<file path="config.mk">
export PLATFORM = sky130hd
export DESIGN_NAME = unified_memory_arbiter
export DESIGN_NICKNAME = d
export VERILOG_FILES = /design/src/rtl/mem_arb_pkg.sv /design/src/rtl/unified_memory_arbiter_rr_arbiter_2.sv /design/src/rtl/unified_memory_arbiter.sv
export SDC_FILE = /design/constraint.sdc
export NUM_CORES = 1
export LEC_CHECK = 0
export BUFFER_PORTS_ARGS = -buffer_cell sky130_fd_sc_hd__buf_2
export CAP_MARGIN = 30
export CORE_MARGIN = 4
export CORE_UTILIZATION = 47
export CTS_BUF_LIST = sky130_fd_sc_hd__clkbuf_4 sky130_fd_sc_hd__clkbuf_8
export DETAILED_ROUTE_END_ITERATION = 6
export PLACE_DENSITY = 0.93
export SETUP_SLACK_MARGIN = 0.5
export SYNTH_ARGS = -nofsm -noshare
export SYNTH_HDL_FRONTEND = slang
export SYNTH_SLANG_ARGS = --single-unit
</file>
<file path="constraint.sdc">
create_clock -name clk -period 1.89 [get_ports clk]
set_input_delay 0.378 -clock clk [delete_from_list [all_inputs] [get_ports clk]]
set_output_delay 0.378 -clock clk [all_outputs]
set_load 0.005 [all_outputs]
</file>
<file path="src/rtl/mem_arb_pkg.sv">
// Shared types for the unified memory arbiter.
//  arb_state_t : access sequencer states (idle, one-cycle issue, read wait)
//  arb_grant_t : which requester currently owns the memory
//  RD_CNT_W    : width of the read-latency wait counter (latency 1..7)
package mem_arb_pkg;

  typedef enum logic [1:0] {
    ST_IDLE  = 2'd0,
    ST_ISSUE = 2'd1,
    ST_WAIT  = 2'd2
  } arb_state_t;

  typedef enum logic {
    GNT_IF = 1'b0,
    GNT_DM = 1'b1
  } arb_grant_t;

  localparam int RD_CNT_W = 3;

endpackage

</file>
<file path="src/rtl/unified_memory_arbiter_rr_arbiter_2.sv">
// Two-requester round-robin arbiter.
//  clk, rst_n : clock, synchronous active-low reset
//  req[1:0]   : request vector, bit0 = IF, bit1 = DM
//  en         : arbitration allowed this cycle (grants are zero otherwise)
//  gnt[1:0]   : one-hot (or zero) combinational grant
// On a conflict the requester that did not win last time is granted. The
// last winner resets to DM so the first conflict after reset goes to IF.
module rr_arbiter_2
  import mem_arb_pkg::*;
(
  input  logic       clk,
  input  logic       rst_n,
  input  logic [1:0] req,
  input  logic       en,
  output logic [1:0] gnt
);

  arb_grant_t last_grant_reg;

  always_comb begin
    gnt = 2'b00;
    if (en) begin
      unique case (req)
        2'b01:   gnt = 2'b01;
        2'b10:   gnt = 2'b10;
        2'b11:   gnt = (last_grant_reg == GNT_DM) ? 2'b01 : 2'b10;
        default: gnt = 2'b00;
      endcase
    end
  end

  always_ff @(posedge clk) begin
    if (!rst_n) begin
      last_grant_reg <= GNT_DM;
    end else if (en && (req != 2'b00)) begin
      last_grant_reg <= gnt[1] ? GNT_DM : GNT_IF;
    end
  end

endmodule

</file>
<file path="src/rtl/unified_memory_arbiter.sv">
// Unified instruction/data memory arbiter.
// Shares one single-port memory between the fetch unit (IF, read only) and
// the load/store unit (DM, read/write). Round-robin grant, one-cycle issue,
// RD_LATENCY-cycle read wait, one-cycle response pulse to the winner.
//  if_req_*   : fetch request (valid/addr) and ready
//  if_rsp_*   : fetch response pulse and data
//  dm_req_*   : data request (valid/addr/we/wdata) and ready
//  dm_rsp_*   : data response pulse (read data or write ack) and data
//  mem_*      : memory strobe, address, write data/enable, read data
//  busy       : sequencer not idle
// Optional: define MEM_ARB_STATS_EN to add grant/conflict counters
//  (stat_if_grants, stat_dm_grants, stat_conflicts).
module unified_memory_arbiter
  import mem_arb_pkg::*;
#(
  parameter int DATA_WIDTH = 32,
  parameter int ADDR_WIDTH = 32,
  parameter int RD_LATENCY = 1
) (
  input  logic                  clk,
  input  logic                  rst_n,
  input  logic                  if_req_valid,
  input  logic [ADDR_WIDTH-1:0] if_req_addr,
  output logic                  if_req_ready,
  output logic                  if_rsp_valid,
  output logic [DATA_WIDTH-1:0] if_rsp_data,
  input  logic                  dm_req_valid,
  input  logic [ADDR_WIDTH-1:0] dm_req_addr,
  input  logic                  dm_req_we,
  input  logic [DATA_WIDTH-1:0] dm_req_wdata,
  output logic                  dm_req_ready,
  output logic                  dm_rsp_valid,
  output logic [DATA_WIDTH-1:0] dm_rsp_data,
  output logic                  mem_chip_sel,
  output logic [ADDR_WIDTH-1:0] mem_addr,
  output logic [DATA_WIDTH-1:0] mem_wr_data,
  output logic                  mem_wr_en,
  input  logic [DATA_WIDTH-1:0] mem_rd_data,
`ifdef MEM_ARB_STATS_EN
  output logic [31:0]           stat_if_grants,
  output logic [31:0]           stat_dm_grants,
  output logic [31:0]           stat_conflicts,
`endif
  output logic                  busy
);

  localparam logic [RD_CNT_W-1:0] CNT_INIT = RD_CNT_W'(RD_LATENCY - 1);

  arb_state_t            state_reg;
  arb_grant_t            grant_reg;
  logic                  we_reg;
  logic [RD_CNT_W-1:0]   cnt_reg;
  logic                  mem_chip_sel_reg;
  logic                  mem_wr_en_reg;
  logic [ADDR_WIDTH-1:0] mem_addr_reg;
  logic [DATA_WIDTH-1:0] mem_wr_data_reg;
  logic                  if_rsp_valid_reg;
  logic [DATA_WIDTH-1:0] if_rsp_data_reg;
  logic                  dm_rsp_valid_reg;
  logic [DATA_WIDTH-1:0] dm_rsp_data_reg;
  logic [1:0]            gnt;
  logic                  arb_en;

  assign arb_en = (state_reg == ST_IDLE);

  rr_arbiter_2 u_rr (
    .clk   (clk),
    .rst_n (rst_n),
    .req   ({dm_req_valid, if_req_valid}),
    .en    (arb_en),
    .gnt   (gnt)
  );

  // The memory-side registers double as the request latches: they are
  // loaded at the grant edge so they are already valid during ISSUE, and
  // simply hold their value afterwards.
  always_ff @(posedge clk) begin
    if (!rst_n) begin
      state_reg        <= ST_IDLE;
      grant_reg        <= GNT_IF;
      we_reg           <= 1'b0;
      cnt_reg          <= '0;
      mem_chip_sel_reg <= 1'b0;
      mem_wr_en_reg    <= 1'b0;
      mem_addr_reg     <= '0;
      mem_wr_data_reg  <= '0;
      if_rsp_valid_reg <= 1'b0;
      if_rsp_data_reg  <= '0;
      dm_rsp_valid_reg <= 1'b0;
      dm_rsp_data_reg  <= '0;
    end else begin
      if_rsp_valid_reg <= 1'b0;
      dm_rsp_valid_reg <= 1'b0;
      unique case (state_reg)
        ST_IDLE: begin
          if (gnt[0]) begin
            grant_reg        <= GNT_IF;
            we_reg           <= 1'b0;
            mem_addr_reg     <= if_req_addr;
            mem_wr_en_reg    <= 1'b0;
            mem_chip_sel_reg <= 1'b1;
            state_reg        <= ST_ISSUE;
          end else if (gnt[1]) begin
            grant_reg        <= GNT_DM;
            we_reg           <= dm_req_we;
            mem_addr_reg     <= dm_req_addr;
            mem_wr_data_reg  <= dm_req_wdata;
            mem_wr_en_reg    <= dm_req_we;
            mem_chip_sel_reg <= 1'b1;
            state_reg        <= ST_ISSUE;
          end
        end
        ST_ISSUE: begin
          mem_chip_sel_reg <= 1'b0;
          mem_wr_en_reg    <= 1'b0;
          if (we_reg) begin
            dm_rsp_valid_reg <= 1'b1;
            state_reg        <= ST_IDLE;
          end else begin
            cnt_reg   <= CNT_INIT;
            state_reg <= ST_WAIT;
          end
        end
        ST_WAIT: begin
          if (cnt_reg == '0) begin
            if (grant_reg == GNT_IF) begin
              if_rsp_data_reg  <= mem_rd_data;
              if_rsp_valid_reg <= 1'b1;
            end else begin
              dm_rsp_data_reg  <= mem_rd_data;
              dm_rsp_valid_reg <= 1'b1;
            end
            state_reg <= ST_IDLE;
          end else begin
            cnt_reg <= cnt_reg - 1'b1;
          end
        end
        default: state_reg <= ST_IDLE;
      endcase
    end
  end

`ifdef MEM_ARB_STATS_EN
  logic [31:0] stat_if_reg;
  logic [31:0] stat_dm_reg;
  logic [31:0] stat_conf_reg;

  always_ff @(posedge clk) begin
    if (!rst_n) begin
      stat_if_reg   <= '0;
      stat_dm_reg   <= '0;
      stat_conf_reg <= '0;
    end else begin
      if (gnt[0]) stat_if_reg <= stat_if_reg + 32'd1;
      if (gnt[1]) stat_dm_reg <= stat_dm_reg + 32'd1;
      if (arb_en && if_req_valid && dm_req_valid) stat_conf_reg <= stat_conf_reg + 32'd1;
    end
  end

  assign stat_if_grants = stat_if_reg;
  assign stat_dm_grants = stat_dm_reg;
  assign stat_conflicts = stat_conf_reg;
`endif

  assign if_req_ready = gnt[0];
  assign dm_req_ready = gnt[1];
  assign if_rsp_valid = if_rsp_valid_reg;
  assign if_rsp_data  = if_rsp_data_reg;
  assign dm_rsp_valid = dm_rsp_valid_reg;
  assign dm_rsp_data  = dm_rsp_data_reg;
  assign mem_chip_sel = mem_chip_sel_reg;
  assign mem_addr     = mem_addr_reg;
  assign mem_wr_data  = mem_wr_data_reg;
  assign mem_wr_en    = mem_wr_en_reg;
  assign busy         = (state_reg != ST_IDLE);

endmodule

</file>
==> impl.org <==
** Die
- From bottom edge to top edge, the die measures ~110 um.
- For this configuration, the core starts out at a cell density of approximately half.
- Die footprint :: approximately 0.013 sq mm
- After floorplanning, the core was divided into 38 placement rows.
- Pin placement for this block handled approximately 270 I/O pins.
- Die width :: between 100 and 150 um
- The core region is between 0.01 and 0.015 sq mm.

** Power and ir drop
- The analysis attributes to net switching a power of ~2.3 mW.
- Highest ir drop seen on vdd :: 0.751 mV
- Combinational logic burns a little over a fifth of the power.
- The internal portion of the total power is roughly 5.7 mW.
- Dividing total power by cell area gives a power density of around 960 mW/mm^2.
- Power share of the sequential group :: roughly two fifths
- Net switching is between 20% and 30% of the power.
- Summed over all cells, the static leakage comes to 3.71 nW.
- Per report_power, the clock group accounts for 37.2% of the total.

** Synth
- Top cell type by total area after synthesis :: sky130_fd_sc_hd__dfxtp_1
- Count of unique library cells instantiated by Yosys :: 30
- Top cell type's share of synthesized area :: 52.3%
- Counting every instance in the synthesized netlist gives ~670.
- Flop and latch count out of synthesis :: 140
- During synthesis, Yosys emitted a total of 0 warnings.
- Net count after synthesis :: just over 800
- Cell area after technology mapping :: about 0.0054 sq mm
- Cell types occupying the most area after synthesis :: sky130_fd_sc_hd__dfxtp_1 52%, sky130_fd_sc_hd__nand2_1 14%, sky130_fd_sc_hd__a21oi_1 12%, sky130_fd_sc_hd__nand4_1 3.7%, sky130_fd_sc_hd__o21ai_0 3.3%
- Mean instance size in the synthesized netlist :: between 7 and 8 sq um
- Post-synthesis sequential area ratio :: ~52%

** Cells and area
- The layout has roughly 730 filler cells.
- The repair_antennas step left the layout with diodes totalling 0.
- The top cell types in the final layout, fill and taps aside, are 266 x sky130_fd_sc_hd__buf_2, 184 x sky130_fd_sc_hd__nand2_1, 134 x sky130_fd_sc_hd__dfxtp_1, 96 x sky130_fd_sc_hd__a21oi_1, 50 x sky130_fd_sc_hd__o21ai_1.
- Number of cells in the finished layout apart from fillers :: ~1,100
- Layout area overhead :: 54.0%
- Proportion of layout cells with a drive suffix above 1 :: between 40% and 50%
- Post-route cell area :: 0.00826 sq mm
- Most common cell after layout, fill and taps aside :: sky130_fd_sc_hd__buf_2
- In the final design database the tool counted between 1,000 and 1,500 nets.

** Detailed routing
- In the routed layout, each cell is associated on average with a via count of slightly below 6.
- DRC errors left :: 0
- The count of nets left with antenna violations once routing finished came out at 0.
- The detailed router finished its first iteration with about 730 violations.
- Via total after detailed routing :: approximately 6,400
- Before antenna repair, the detailed router went through 6 iterations.
- After detailed routing, the total wire length is about 22,000 um.
- After detailed routing, the average wire length per cell comes to about 20 um.

** Setup path
- Endpoint required time on the critical path :: 1.51 ns
- Critical-path cell list :: inv_2 > ha_4 > o21ai_4 > nor2_2 > buf_2
- Arrival time at the worst endpoint :: 1.45 ns
- Peak per-stage delay on the critical path :: approximately 0.34 ns
- Crit-path max FO :: 5
- By startpoint and endpoint, the worst setup path is classified as reg2out.
- Startpoint type of the worst setup path :: flop
- STA classifies the critical path endpoint as a primary output.
- For this design, the slowest cell found on the critical path is sky130_fd_sc_hd__dfxtp_2.

** Placement
- At the placement stage, the worst setup path has a slack of between 0.2 and 0.25 ns.
- DP HPWL :: 11,200 um
- The placed instances occupy a cell area of roughly 0.0068 sq mm.
- Port buffering added 267 buffers.
- Routability-driven placement finished with a final weighted congestion of between 0.8 and 0.9.
- Placed Cells incl. Taps :: a little over 1,000

** Clock network
- The root buffer cell chosen for the clock tree is sky130_fd_sc_hd__clkbuf_8.
- Maximum count of clock buffers along a single path :: 2
- TritonCTS built the clock tree.
- Clock-pin slew of the registers on the worst-case setup and hold paths :: ~0.080 ns
- Clk Latency, worst-skew pair :: 0.45 ns
- Buffers inserted to repair hold after CTS numbered 0.
- In this run, CTS created clock tree buffers numbering 17.
- Num Clock Sinks :: 140
- In this run the number of H-tree levels came out at 4.

** Run status
- Result of the run :: finished, final reports clean

** STA
- Fin. max-slew vios :: 0
- Actual slew at the worst max-slew pin :: roughly 0.57 ns
- Final worst path period need :: 1.83 ns
- Final period util :: 96.8%
- Setup slack closes at between 0.06 and 0.07 ns.
- The total count of hold-check failures in the final report is 0.
- Setup violations remaining at the end of the flow were counted as 0.
- Setup repair after global routing could not meet its margin everywhere.
- Timing-limited maximum frequency :: approximately 550 MHz
- Across the routed clock network, the largest skew measured is 0.0172 ns.
- Worst slew margin relative to its limit :: between 60% and 70%
- In the final timing run, aggregate negative setup slack is 0 ns.

** Job
- Max Cap Violations :: 0

** Global routing
- The number of antenna violations at the first check in global routing was 0.
- The first global-routing pass estimated ~28,000 um of wire.
- After global routing the overflow that remains totals 0.
- In the global route stage, overall resource usage came out at between 20% and 30%.
- The number of global-route vias before repair came to ~5,700.
- Largest net degree at the start of global routing :: 84

** Worst hold path
- The min-delay analysis places its worst path in the category in2reg.
==> cells in the mapped netlist <==
master                     instances
sky130_fd_sc_hd__nor2_1            3
sky130_fd_sc_hd__nand3b_1          4
sky130_fd_sc_hd__o32ai_1           2
sky130_fd_sc_hd__a21boi_2          1
sky130_fd_sc_hd__buf_4             7
sky130_fd_sc_hd__ha_1              5
sky130_fd_sc_hd__nand3_1           4
sky130_fd_sc_hd__nand4b_1          1
sky130_fd_sc_hd__a21oi_1         133
sky130_fd_sc_hd__dfxtp_1         140
sky130_fd_sc_hd__clkbuf_1         19
sky130_fd_sc_hd__buf_6             3
sky130_fd_sc_hd__o21ai_1          30
sky130_fd_sc_hd__nand2_1         205
sky130_fd_sc_hd__inv_1             6
sky130_fd_sc_hd__nor3b_1           1
sky130_fd_sc_hd__nor2b_1           1
sky130_fd_sc_hd__mux2i_1           4
sky130_fd_sc_hd__buf_1             2
sky130_fd_sc_hd__and3_1            1
sky130_fd_sc_hd__a21boi_0          1
sky130_fd_sc_hd__buf_2            27
sky130_fd_sc_hd__o211ai_1          1
sky130_fd_sc_hd__a31oi_1           1
sky130_fd_sc_hd__o21a_1            1
sky130_fd_sc_hd__o21ai_0          35
sky130_fd_sc_hd__a21bo_2           1
sky130_fd_sc_hd__inv_2             2
sky130_fd_sc_hd__and3b_1           1
sky130_fd_sc_hd__nand4_1          32
==> metrics by stage <==
stage          util [%]  hold slack (ns)  power, mW
2_1_floorplan         -            0.438       3.93
3_3_place_gp       62.0            0.433       4.43
3_5_place_dp       62.0            0.436       4.45
4_1_cts            69.1            0.149       7.58
5_1_grt            75.2            0.136       8.23
6_report           75.2            0.169       7.96
==> final cells by class <==
class	count	area, sq um	area share (%)
Multi-Input combinational cell	468	2590	31.4
Clock inverter	13	239	2.89
Inverter	8	35.0	0.424
Timing Repair Buffer	320	2170	26.2
Clock buffer	18	241	2.92
Sequential cell	140	2810	34.0
Tap cell	140	175	2.12
==> power by group through the flow <==
| stage | combinational (mW) | sequential (mW) | clock, mW |
|---|---|---|---|
| 2_1_floorplan | 0.590 | 3.34 | 0 |
| 3_3_place_gp | 1.11 | 3.32 | 0 |
| 3_5_place_dp | 1.13 | 3.32 | 0 |
| 4_1_cts | 1.35 | 3.26 | 2.97 |
| 5_1_grt | 1.81 | 3.30 | 3.11 |
| 6_report | 1.71 | 3.29 | 2.96 |
==> worst max-delay path: cells and delay by family, from the launching register on <==
kind / cells / cell delay, ns
flip-flops: 1 / 0.34
AND/OR/NAND/NOR: 1 / 0.12
AO/OA/AOI/OAI: 1 / 0.09
buffers and inverters: 2 / 0.23
adder cells (fa/ha/maj): 1 / 0.23
==> timing repair <==
action | CTS | global route
setup buffers | 11 | 14
pin swaps | 4 | 29
cloned | 4 | 11
endpoints found under the setup margin | 141 | 141
hold endpoints to repair | 0 | 0
resized for setup | 26 | 119
==> final timing paths <==
check / startpoint / to / slack, ns / depth (start not counted)
worst max-delay path: state_reg[0] / if_req_ready / 0.06 / 5
worst min-delay path: if_req_addr[13] / mem_addr[13] / 0.17 / 3
worst max register to register: state_reg[0] / mem_addr[3] / 0.21 / 8
worst min register to register: mem_wr_data[28] / mem_wr_data[28] / 0.45 / 2
==> kinds of logic after synthesis <==
kind of cell	synth area share, %
AND/OR/NAND/NOR	19.9
buffers and inverters	6.16
AO/OA/AOI/OAI	19.7
flip-flops	52.3
adder cells (fa/ha/maj)	1.17
multiplexers	0.747
==> metal layers <==
layer	vias to the layer above	global-route usage, %	part of all wire [%]
met1	2984	29.7	35
li1	2843	-	-
met2	486	48.2	50
met5	-	0	0
met3	106	7.63	9.7
met4	0	14.1	5.2
No activity file was read; power rests on OpenSTA's default activity.
